File: src/rtl/ram_fifo_ctl.sv
// Stream FIFO controller around a dual-port block RAM: port A writes, port B reads,
// with a 2-entry first-word-fall-through output buffer that hides the RAM read latency.
module ram_fifo_ctl #(
    parameter int unsigned AW    = 13,
    parameter int unsigned DW    = 16,
    parameter int unsigned AFULL = 7936
) (
    input  logic          clk,
    input  logic          rst,
    input  logic [DW-1:0] din,
    input  logic          din_valid,
    output logic          din_ready,
    output logic [DW-1:0] dout,
    output logic          dout_valid,
    input  logic          dout_ready,
    output logic [AW:0]   level,
    output logic          almost_full,
    output logic [AW-1:0] ram_aa,
    output logic [DW-1:0] ram_dia,
    output logic          ram_cea,
    output logic          ram_wea,
    output logic [AW-1:0] ram_ab,
    output logic          ram_ceb,
    input  logic [DW-1:0] ram_dob
);

    localparam int unsigned DEPTH = 1 << AW;
    localparam int unsigned CW    = AW + 1;

    logic [AW-1:0] wptr;
    logic [AW-1:0] rptr;
    logic [CW-1:0] ram_cnt;
    logic [CW-1:0] ram_cnt_n;
    logic [CW-1:0] level_n;
    logic          rd_pend;
    logic [1:0]    obuf_cnt;
    logic [1:0]    obuf_cnt_n;
    logic [1:0]    cnt_after_pop;
    logic [DW-1:0] ob1;
    logic [DW-1:0] ob0_n;
    logic [DW-1:0] ob1_n;
    logic [2:0]    occ;
    logic          push;
    logic          pop;
    logic          rd;

    assign push = din_valid & din_ready;
    assign pop  = dout_valid & dout_ready;

    // Only fetch from RAM when the buffer has room for the word once it lands.
    always_comb begin
        occ       = 3'(obuf_cnt) + 3'(rd_pend) - 3'(pop);
        rd        = (ram_cnt != '0) && (occ < 3'd2);
        ram_cnt_n = ram_cnt + CW'(push) - CW'(rd);
    end

    assign ram_cea = push;
    assign ram_wea = push;
    assign ram_aa  = wptr;
    assign ram_dia = din;
    assign ram_ceb = rd;
    assign ram_ab  = rptr;

    // Output buffer: slot 0 (dout) is the head; arriving RAM data fills the first free slot after a pop.
    always_comb begin
        ob0_n         = dout;
        ob1_n         = ob1;
        cnt_after_pop = obuf_cnt - 2'(pop);
        if (pop) begin
            ob0_n = ob1;
        end
        if (rd_pend) begin
            if (cnt_after_pop == 2'd0) begin
                ob0_n = ram_dob;
            end else begin
                ob1_n = ram_dob;
            end
        end
        obuf_cnt_n = cnt_after_pop + 2'(rd_pend);
        level_n    = ram_cnt_n + CW'(rd) + CW'(obuf_cnt_n);
    end

    always_ff @(posedge clk) begin
        if (rst) begin
            wptr        <= '0;
            rptr        <= '0;
            ram_cnt     <= '0;
            rd_pend     <= 1'b0;
            obuf_cnt    <= 2'd0;
            dout        <= '0;
            ob1         <= '0;
            dout_valid  <= 1'b0;
            din_ready   <= 1'b0;
            level       <= '0;
            almost_full <= 1'b0;
        end else begin
            if (push) begin
                wptr <= wptr + AW'(1);
            end
            if (rd) begin
                rptr <= rptr + AW'(1);
            end
            ram_cnt     <= ram_cnt_n;
            rd_pend     <= rd;
            obuf_cnt    <= obuf_cnt_n;
            dout        <= ob0_n;
            ob1         <= ob1_n;
            dout_valid  <= (obuf_cnt_n != 2'd0);
            din_ready   <= (ram_cnt_n != CW'(DEPTH));
            level       <= level_n;
            almost_full <= (ram_cnt_n >= CW'(AFULL));
        end
    end

endmodule
File: config.mk
export PLATFORM = sky130hd
export DESIGN_NAME = ram_fifo_ctl
export DESIGN_NICKNAME = d
export VERILOG_FILES = /design/src/rtl/ram_fifo_ctl.sv
export SDC_FILE = /design/constraint.sdc
export NUM_CORES = 1
export LEC_CHECK = 0
export BUFFER_PORTS_ARGS = -buffer_cell sky130_fd_sc_hd__buf_4
export CAP_MARGIN = 20
export CORE_MARGIN = 5
export CORE_UTILIZATION = 25
export CTS_BUF_LIST = sky130_fd_sc_hd__clkbuf_16
export CTS_CLUSTER_SIZE = 10
export DETAILED_ROUTE_END_ITERATION = 10
export SETUP_SLACK_MARGIN = 0.2
export SYNTH_ARGS = -nofsm -noshare
export SYNTH_HDL_FRONTEND = slang
export SYNTH_SLANG_ARGS = --single-unit
File: constraint.sdc
create_clock -name clk -period 6.9 [get_ports clk]
set_clock_uncertainty 0.1 [all_clocks]
set_input_delay 1.38 -clock clk [delete_from_list [all_inputs] [get_ports clk]]
set_output_delay 1.38 -clock clk [all_outputs]
set_load 0.01 [all_outputs]
==> results of run 1 <==
[where the power goes]
part | internal [mW] | switching (mW)
logic | 0.818 | 1.19
registers | 0.696 | 0.0933
clock network | 0.319 | 0.220
total | 1.83 | 1.50
[state kept, by name, summed over array words and instances (netlist names)]
name and flops:
dout 16, ram_aa 13, rd_pend 1, ram_ab 13
obuf_cnt 2, level 14, ob1 16, almost_full 1
din_ready 1, ram_cnt 14, dout_valid 1
[metal layers]
layer	GRT usage	vias up
met5	0	-
met4	0.0298	0
met3	0.0419	13
met2	0.172	68
met1	0.143	1827
li1	-	2024
[per-stage QoR]
step           cell area [um^2]  utilization  std cells  worst slack, ns  hold slack, ns
4_1_cts                    5730        0.307        860             1.01           0.359
5_1_grt                    5730        0.307        860            0.612           0.376
3_5_place_dp               5400        0.290        844            0.680           0.349
2_1_floorplan              4710            -        570            0.806           0.337
6_report                   5730        0.307        860            0.956           0.356
3_3_place_gp               5390        0.289        843            0.820           0.343
[how the worst max path moves through the flow]
stage,slack [ns],startpoint,cells past startpoint,endpoint
after global placement,0.82,dout_ready,19,level[13]
after floorplan,0.81,dout_ready,20,level[12]
final,0.96,dout_ready,19,level[13]
after CTS,1.01,dout_ready,19,level[13]
after detailed placement,0.68,dout_ready,19,level[13]
after global routing,0.61,dout_ready,19,level[13]
[layout by cell type (no fill, tap or decap), types with 2 or more instances in the layout]
cell type    n
xnor2_1     20
o21ai_0     13
nor2_1      75
nand2_1     73
a21oi_1     40
inv_6        2
o31a_1       2
fa_1         4
nor4_1       4
xor2_1      16
and3_1       4
nor2b_1      5
nand3b_1     3
nand2b_1     7
and2_1       6
clkbuf_16    9
nor3_1       8
mux2i_1      3
inv_1       32
bufinv_16    2
buf_4       83
o21ai_1      3
ha_1        25
or3_1        9
nand3_1     24
o221ai_1     2
o21a_1       2
nand4_1     10
dfxtp_1     92
or2_2        2
nand4b_1     2
a311oi_1    16
clkinvlp_4   2
[Yosys cell counts (16+ instances only)]
| master | n | area (um^2) |
|---|---|---|
| a21oi_1 | 40 | 200 |
| a311oi_1 | 16 | 140 |
| buf_4 | 17 | 128 |
| clkbuf_1 | 20 | 75.1 |
| dfxtp_1 | 92 | 1840 |
| ha_1 | 25 | 313 |
| inv_1 | 32 | 120 |
| nand2_1 | 73 | 274 |
| nand3_1 | 24 | 120 |
| nor2_1 | 75 | 282 |
| xnor2_1 | 20 | 175 |
| xor2_1 | 16 | 140 |
[final cells by class]
type	count	area, um^2
clock buffers	9	225
clock inverters	7	97.6
fillers	2002	12900
inverters	32	120
multi-input cells	402	2510
flip-flops and latches	92	1840
well taps	234	293
repair buffers	84	634
[worst reg2reg max path: cells and delay by family, from the launching register on]
kind	cells	cell delay (ns)
AO/OA/AOI/OAI	4	1.34
XOR/XNOR	1	0.13
adder cells (fa/ha/maj)	4	1.33
buffers and inverters	1	0.04
flip-flops	1	0.79
multiplexers	1	0.23
AND/OR/NAND/NOR	7	1.53
[logic make-up (layout without fill, tap and decap cells)]
group,after synthesis,after routing
flops,92,92
xor+xnor,36,36
compound gates,92,92
mux,4,4
buf+inv,76,132
fa+ha+maj,29,29
simple gates,241,241
==> impl_metrics.xml, run 1 <==
<?xml version="1.0" encoding="UTF-8"?>
<metrics>
  <group name="clock_network">
    <metric name="post_cts_buffers" unit="">0</metric>
    <metric name="cts-htree-levels" unit="">3</metric>
    <metric name="clk_latency" unit="ns">0.35</metric>
    <metric name="clk_pin_slew_worst_paths" unit="ns">0.07</metric>
    <metric name="cts_tree" unit="">done</metric>
    <metric name="post_cts_resized" unit="">0</metric>
    <metric name="clockBufferDepth" unit="">2</metric>
    <metric name="holdBufCountCts" unit="">0</metric>
    <metric name="tritoncts.num_buffers" unit="">9</metric>
    <metric name="clock-sinks" unit="">92</metric>
    <metric name="clock-root-buffer" unit="">clkbuf_16</metric>
  </group>
  <group name="detailed_routing">
    <metric name="viasPerCell" unit="">4.57</metric>
    <metric name="drtIter0Drc" unit="">204</metric>
    <metric name="topRoutingLayerUsed" unit="">met4</metric>
    <metric name="drt-wirelength-per-cell" unit="um">13.6</metric>
    <metric name="route.detailed.drc" unit="">0</metric>
    <metric name="met3_wirelength" unit="um">677</metric>
    <metric name="drtAntennaViolNets" unit="">0</metric>
    <metric name="met2_length" unit="um">5280</metric>
    <metric name="dr_total_vias" unit="">3932</metric>
    <metric name="detailedRoute.firstPassIterationCount" unit="">4</metric>
    <metric name="wirelength" unit="um">11700</metric>
    <metric name="met1Wirelength" unit="um">5560</metric>
  </group>
  <group name="timing">
    <metric name="tightest_slew" unit="ns">1.02</metric>
    <metric name="max_slew_margin" unit="">0.316</metric>
    <metric name="grt_setup_unrepaired" unit="">no</metric>
    <metric name="final_hold_violation_count" unit="">0</metric>
    <metric name="final.setup.tns" unit="ns">0</metric>
    <metric name="period_share" unit="">0.861</metric>
    <metric name="max_clock_freq" unit="MHz">168</metric>
    <metric name="min_period" unit="ns">5.94</metric>
    <metric name="report.final.slew_viol_count" unit="">0</metric>
    <metric name="total_of_endpoints_with_negative_setup_slack_in_the_final_report" unit="">0</metric>
  </group>
  <group name="synth">
    <metric name="synth_edf_count" unit="">0</metric>
    <metric name="ys_seq_elements" unit="">92</metric>
    <metric name="synth_cells" unit="">570</metric>
    <metric name="synth.yosys.seq_area_share" unit="">0.391</metric>
    <metric name="synth.distinct_cells" unit="">56</metric>
    <metric name="post_synth_and_or_nand_nor_area_fraction" unit="">0.243</metric>
    <metric name="synth.cell_area" unit="um^2">4710</metric>
    <metric name="postSynthAreaPerCell" unit="um^2">8.26</metric>
    <metric name="yosysWarnings" unit="">0</metric>
    <metric name="synth_compound_area_frac" unit="">0.132</metric>
    <metric name="share_of_flip_flops_with_an_asynchronous_set_or_reset" unit="">0</metric>
    <metric name="synth.mux.area_fraction" unit="">0.00877</metric>
    <metric name="commonest_register_cell_after_synthesis" unit="">dfxtp_1</metric>
    <metric name="synth_xor_xnor_area_share" unit="">0.0670</metric>
    <metric name="yosys.area_share.adder" unit="">0.0834</metric>
    <metric name="largest_family_of_logic_cells_by_synthesized_area" unit="">simple AND/OR/NAND/NOR gates</metric>
    <metric name="postSynthNetCount" unit="">635</metric>
  </group>
  <group name="hold_path">
    <metric name="min_path_cells" unit="">2</metric>
    <metric name="timing.hold.worst_endpoint" unit="">ob1[6]</metric>
    <metric name="beginning_of_the_worst_hold_path" unit="">ob1[6]</metric>
    <metric name="hold_path.class" unit="">reg2reg</metric>
  </group>
  <group name="worst_setup_path">
    <metric name="cp.arrival" unit="ns">6.12</metric>
    <metric name="crit_slowest_cell" unit="">a2111oi_1</metric>
    <metric name="setup.worst_path.class" unit="">in2reg</metric>
    <metric name="worst_path_dominant_cell_family" unit="">simple AND/OR/NAND/NOR gates</metric>
    <metric name="ff2ff_path_depth" unit="">18</metric>
    <metric name="worst-r2r-setup-slack" unit="ns">1.37</metric>
    <metric name="path_max_fanout" unit="">17</metric>
    <metric name="worst_path_largest_cell_delay" unit="ns">0.52</metric>
    <metric name="worstReg2RegStart" unit="">dout_valid</metric>
    <metric name="timing.critical_path.to_type" unit="">flop</metric>
    <metric name="worstPathRequired" unit="ns">7.08</metric>
    <metric name="timing.critical_path.cells" unit="">buf_4, nand2_1, or2_2, nand2_1, nand2_1, fa_1, xnor2_1, o211a_1, ha_1, inv_1, ha_1, fa_1, a21oi_1, o221ai_1, a2111oi_1, nor3_2, or2_1, nor4_1, mux2i_1</metric>
    <metric name="kind_of_start_point_of_the_critical_path" unit="">input pin</metric>
    <metric name="critPathBufInv" unit="">2</metric>
    <metric name="timing.rr.end" unit="">level[13]</metric>
    <metric name="crit_path_frequent_cell" unit="">nand2_1</metric>
  </group>
  <group name="global_route">
    <metric name="gr-usage-all-layers" unit="">0.110</metric>
    <metric name="antenna_found_initial" unit="">0</metric>
    <metric name="overflow" unit="">0</metric>
    <metric name="grt_pass1_wl" unit="um">19700</metric>
    <metric name="number_of_global_route_vias_before_repair" unit="">3885</metric>
    <metric name="maximum_number_of_pins_on_one_net_before_global_route_repair" unit="">88</metric>
  </group>
  <group name="floorplan">
    <metric name="total_i_o_pin_count" unit="">114</metric>
    <metric name="die_w" unit="um">147</metric>
    <metric name="die_area" unit="um^2">21700</metric>
    <metric name="core_area" unit="um^2">18600</metric>
    <metric name="start_util" unit="">0.253</metric>
    <metric name="rows" unit="">50</metric>
    <metric name="chipHeight" unit="um">147</metric>
  </group>
  <group name="power_and_ir_drop">
    <metric name="post-layout-total-power" unit="mW">3.33</metric>
    <metric name="worst_ir_drop_vdd" unit="V">0.000220</metric>
    <metric name="leakage" unit="nW">2.30</metric>
    <metric name="powerDensity" unit="nW/um^2">582</metric>
  </group>
  <group name="place">
    <metric name="place.port_buffers" unit="">81</metric>
    <metric name="dpl.hpwl" unit="um">8560</metric>
    <metric name="routabilityCongestion" unit="">0.847</metric>
  </group>
  <group name="cells_and_area">
    <metric name="nNetsFinal" unit="">686</metric>
    <metric name="drive_gt1_frac" unit="">0.173</metric>
    <metric name="num_antenna_cells" unit="">0</metric>
    <metric name="layout-area-overhead-vs-synth" unit="%">21.6</metric>
  </group>
  <group name="outcome">
    <metric name="run_status" unit="">complete, no violations</metric>
  </group>
  <group name="flow_run">
    <metric name="max_cap_viol_count" unit="">0</metric>
  </group>
</metrics>
(Power assumes the default switching activity.)
==> inputs of run 2 (changes only) <==
- CTS_BUF_LIST: sky130_fd_sc_hd__clkbuf_16 -> sky130_fd_sc_hd__clkbuf_4 sky130_fd_sc_hd__clkbuf_8
==> impl_metrics.xml, run 2 (same netlist as run 1, synthesis figures left out) <==
<?xml version="1.0" encoding="UTF-8"?>
<metrics>
  <group name="worst_setup_path">
    <metric name="path_max_fanout" unit="">17</metric>
    <metric name="kind_of_start_point_of_the_critical_path" unit="">input pin</metric>
    <metric name="worst-r2r-setup-slack" unit="ns">1.37</metric>
    <metric name="setup.worst_path.class" unit="">in2reg</metric>
    <metric name="crit_path_frequent_cell" unit="">nand2_1</metric>
    <metric name="crit_slowest_cell" unit="">a2111oi_1</metric>
    <metric name="timing.critical_path.to_type" unit="">flop</metric>
    <metric name="timing.critical_path.cells" unit="">buf_4, nand2_1, or2_2, nand2_1, nand2_1, fa_1, xnor2_1, o211a_1, ha_1, inv_1, ha_1, fa_1, a21oi_1, o221ai_1, a2111oi_1, nor3_2, or2_1, nor4_1, mux2i_1</metric>
    <metric name="worstReg2RegStart" unit="">dout_valid</metric>
    <metric name="ff2ff_path_depth" unit="">18</metric>
    <metric name="cp.arrival" unit="ns">6.12</metric>
    <metric name="worstPathRequired" unit="ns">7.11</metric>
    <metric name="timing.rr.end" unit="">level[13]</metric>
    <metric name="worst_path_largest_cell_delay" unit="ns">0.53</metric>
  </group>
  <group name="global_route">
    <metric name="gr-usage-all-layers" unit="">0.110</metric>
    <metric name="overflow" unit="">0</metric>
    <metric name="maximum_number_of_pins_on_one_net_before_global_route_repair" unit="">88</metric>
    <metric name="grt_pass1_wl" unit="um">19600</metric>
    <metric name="number_of_global_route_vias_before_repair" unit="">3846</metric>
    <metric name="antenna_found_initial" unit="">0</metric>
  </group>
  <group name="timing">
    <metric name="total_of_endpoints_with_negative_setup_slack_in_the_final_report" unit="">0</metric>
    <metric name="period_share" unit="">0.856</metric>
    <metric name="tightest_slew" unit="ns">1.01</metric>
    <metric name="report.final.slew_viol_count" unit="">0</metric>
    <metric name="grt_setup_unrepaired" unit="">no</metric>
    <metric name="final.setup.tns" unit="ns">0</metric>
    <metric name="post-route-worst-setup-slack" unit="ns">0.991</metric>
    <metric name="max_clock_freq" unit="MHz">169</metric>
    <metric name="max_slew_margin" unit="">0.325</metric>
    <metric name="final_hold_violation_count" unit="">0</metric>
    <metric name="min_period" unit="ns">5.91</metric>
  </group>
  <group name="clock_network">
    <metric name="holdBufCountCts" unit="">0</metric>
    <metric name="post_cts_resized" unit="">0</metric>
    <metric name="clk_pin_slew_worst_paths" unit="ns">0.10</metric>
    <metric name="clockBufferDepth" unit="">2</metric>
    <metric name="cts_tree" unit="">done</metric>
    <metric name="post_cts_buffers" unit="">0</metric>
    <metric name="tritoncts.num_buffers" unit="">9</metric>
    <metric name="clock-root-buffer" unit="">clkbuf_8</metric>
    <metric name="clock-sinks" unit="">92</metric>
    <metric name="cts-htree-levels" unit="">3</metric>
    <metric name="clk_latency" unit="ns">0.38</metric>
  </group>
  <group name="power_and_ir_drop">
    <metric name="worst_ir_drop_vdd" unit="V">0.000174</metric>
    <metric name="leakage" unit="nW">2.25</metric>
    <metric name="powerDensity" unit="nW/um^2">570</metric>
  </group>
  <group name="place">
    <metric name="dpl.hpwl" unit="um">8560</metric>
    <metric name="routabilityCongestion" unit="">0.847</metric>
    <metric name="post-place-ws" unit="ns">0.680</metric>
    <metric name="place.port_buffers" unit="">81</metric>
  </group>
  <group name="detailed_routing">
    <metric name="dr_total_vias" unit="">3942</metric>
    <metric name="wirelength" unit="um">11600</metric>
    <metric name="met1Wirelength" unit="um">5480</metric>
    <metric name="drt-wirelength-per-cell" unit="um">13.5</metric>
    <metric name="met2_length" unit="um">5280</metric>
    <metric name="viasPerCell" unit="">4.58</metric>
    <metric name="met3_wirelength" unit="um">734</metric>
    <metric name="route.detailed.drc" unit="">0</metric>
    <metric name="drtAntennaViolNets" unit="">0</metric>
    <metric name="topRoutingLayerUsed" unit="">met4</metric>
    <metric name="drtIter0Drc" unit="">236</metric>
    <metric name="detailedRoute.firstPassIterationCount" unit="">4</metric>
  </group>
  <group name="floorplan">
    <metric name="chipHeight" unit="um">147</metric>
    <metric name="total_i_o_pin_count" unit="">114</metric>
    <metric name="die_w" unit="um">147</metric>
    <metric name="core_area" unit="um^2">18600</metric>
    <metric name="die_area" unit="um^2">21700</metric>
    <metric name="start_util" unit="">0.253</metric>
    <metric name="rows" unit="">50</metric>
  </group>
  <group name="hold_path">
    <metric name="timing.hold.worst_endpoint" unit="">ob1[6]</metric>
    <metric name="beginning_of_the_worst_hold_path" unit="">ob1[6]</metric>
    <metric name="min_path_cells" unit="">2</metric>
    <metric name="hold_path.class" unit="">reg2reg</metric>
  </group>
  <group name="outcome">
    <metric name="run_status" unit="">complete, no violations</metric>
  </group>
  <group name="cells_and_area">
    <metric name="layout-area-overhead-vs-synth" unit="%">19.4</metric>
    <metric name="num_antenna_cells" unit="">0</metric>
    <metric name="layout.cells.most_common_list" unit="">92 x dfxtp_1, 83 x buf_4, 75 x nor2_1</metric>
    <metric name="layout.cells.most_common" unit="">dfxtp_1</metric>
    <metric name="reg_top3" unit="">dout: 16 flops, ob1: 16 flops</metric>
    <metric name="nNetsFinal" unit="">686</metric>
    <metric name="drive_gt1_frac" unit="">0.173</metric>
  </group>
  <group name="flow_run">
    <metric name="max_cap_viol_count" unit="">0</metric>
  </group>
</metrics>
## run 2: cell counts in the layout (fill, tap and decap cells not counted)
Identical to the previous run, type by type.
## run 2: per-layer routing
layer	track usage	vias up
met5	0	-
met4	0.0252	0
met3	0.0429	11
met2	0.172	77
met1	0.143	1832
li1	-	2022
## run 2: worst max-delay path by stage
stage / from / end / slack, ns / cells past startpoint
global placement: dout_ready / level[13] / 0.82 / 19
finish: dout_ready / level[13] / 0.99 / 19
detailed placement: dout_ready / level[13] / 0.68 / 19
CTS: dout_ready / level[13] / 1.04 / 19
global route: dout_ready / level[13] / 0.66 / 19
floorplan: dout_ready / level[12] / 0.81 / 20
## run 2: per-stage QoR
stage / hold WS, ns / area [um^2] / utilization / cells / power (mW)
final: 0.361 / 5630 / 0.302 / 860 / 3.20
after floorplan: 0.337 / 4710 / - / 570 / 2.26
after global routing: 0.380 / 5630 / 0.302 / 860 / 3.55
after CTS: 0.363 / 5630 / 0.302 / 860 / 3.24
after global placement: 0.343 / 5390 / 0.289 / 843 / 2.79
after detailed placement: 0.349 / 5400 / 0.290 / 844 / 2.81
## run 2: power by group
group          leakage, nW  internal, mW  switching (mW)
Clock                0.106         0.206           0.205
Sequential           0.755         0.695          0.0931
Combinational         1.39         0.818            1.19
Total                 2.25          1.72            1.49
## run 2: area by class of cell
class                   count  area [um^2]
fillers                  2020        13000
multi-input cells         402         2510
flip-flops and latches     92         1840
repair buffers             84          634
well taps                 234          293
clock buffers               9          124
inverters                  32          120
clock inverters             7         97.6
## run 2: critical path, delay by kind of cell
| kind | cells | cell delay [ns] |
|---|---|---|
| AOI/OAI and AO/OA | 4 | 1.34 |
| adders and majority gates | 4 | 1.33 |
| muxes | 1 | 0.23 |
| and+or+nand+nor | 7 | 1.46 |
| buffers and inverters | 2 | 0.24 |
| xor gates and xnor gates | 1 | 0.13 |
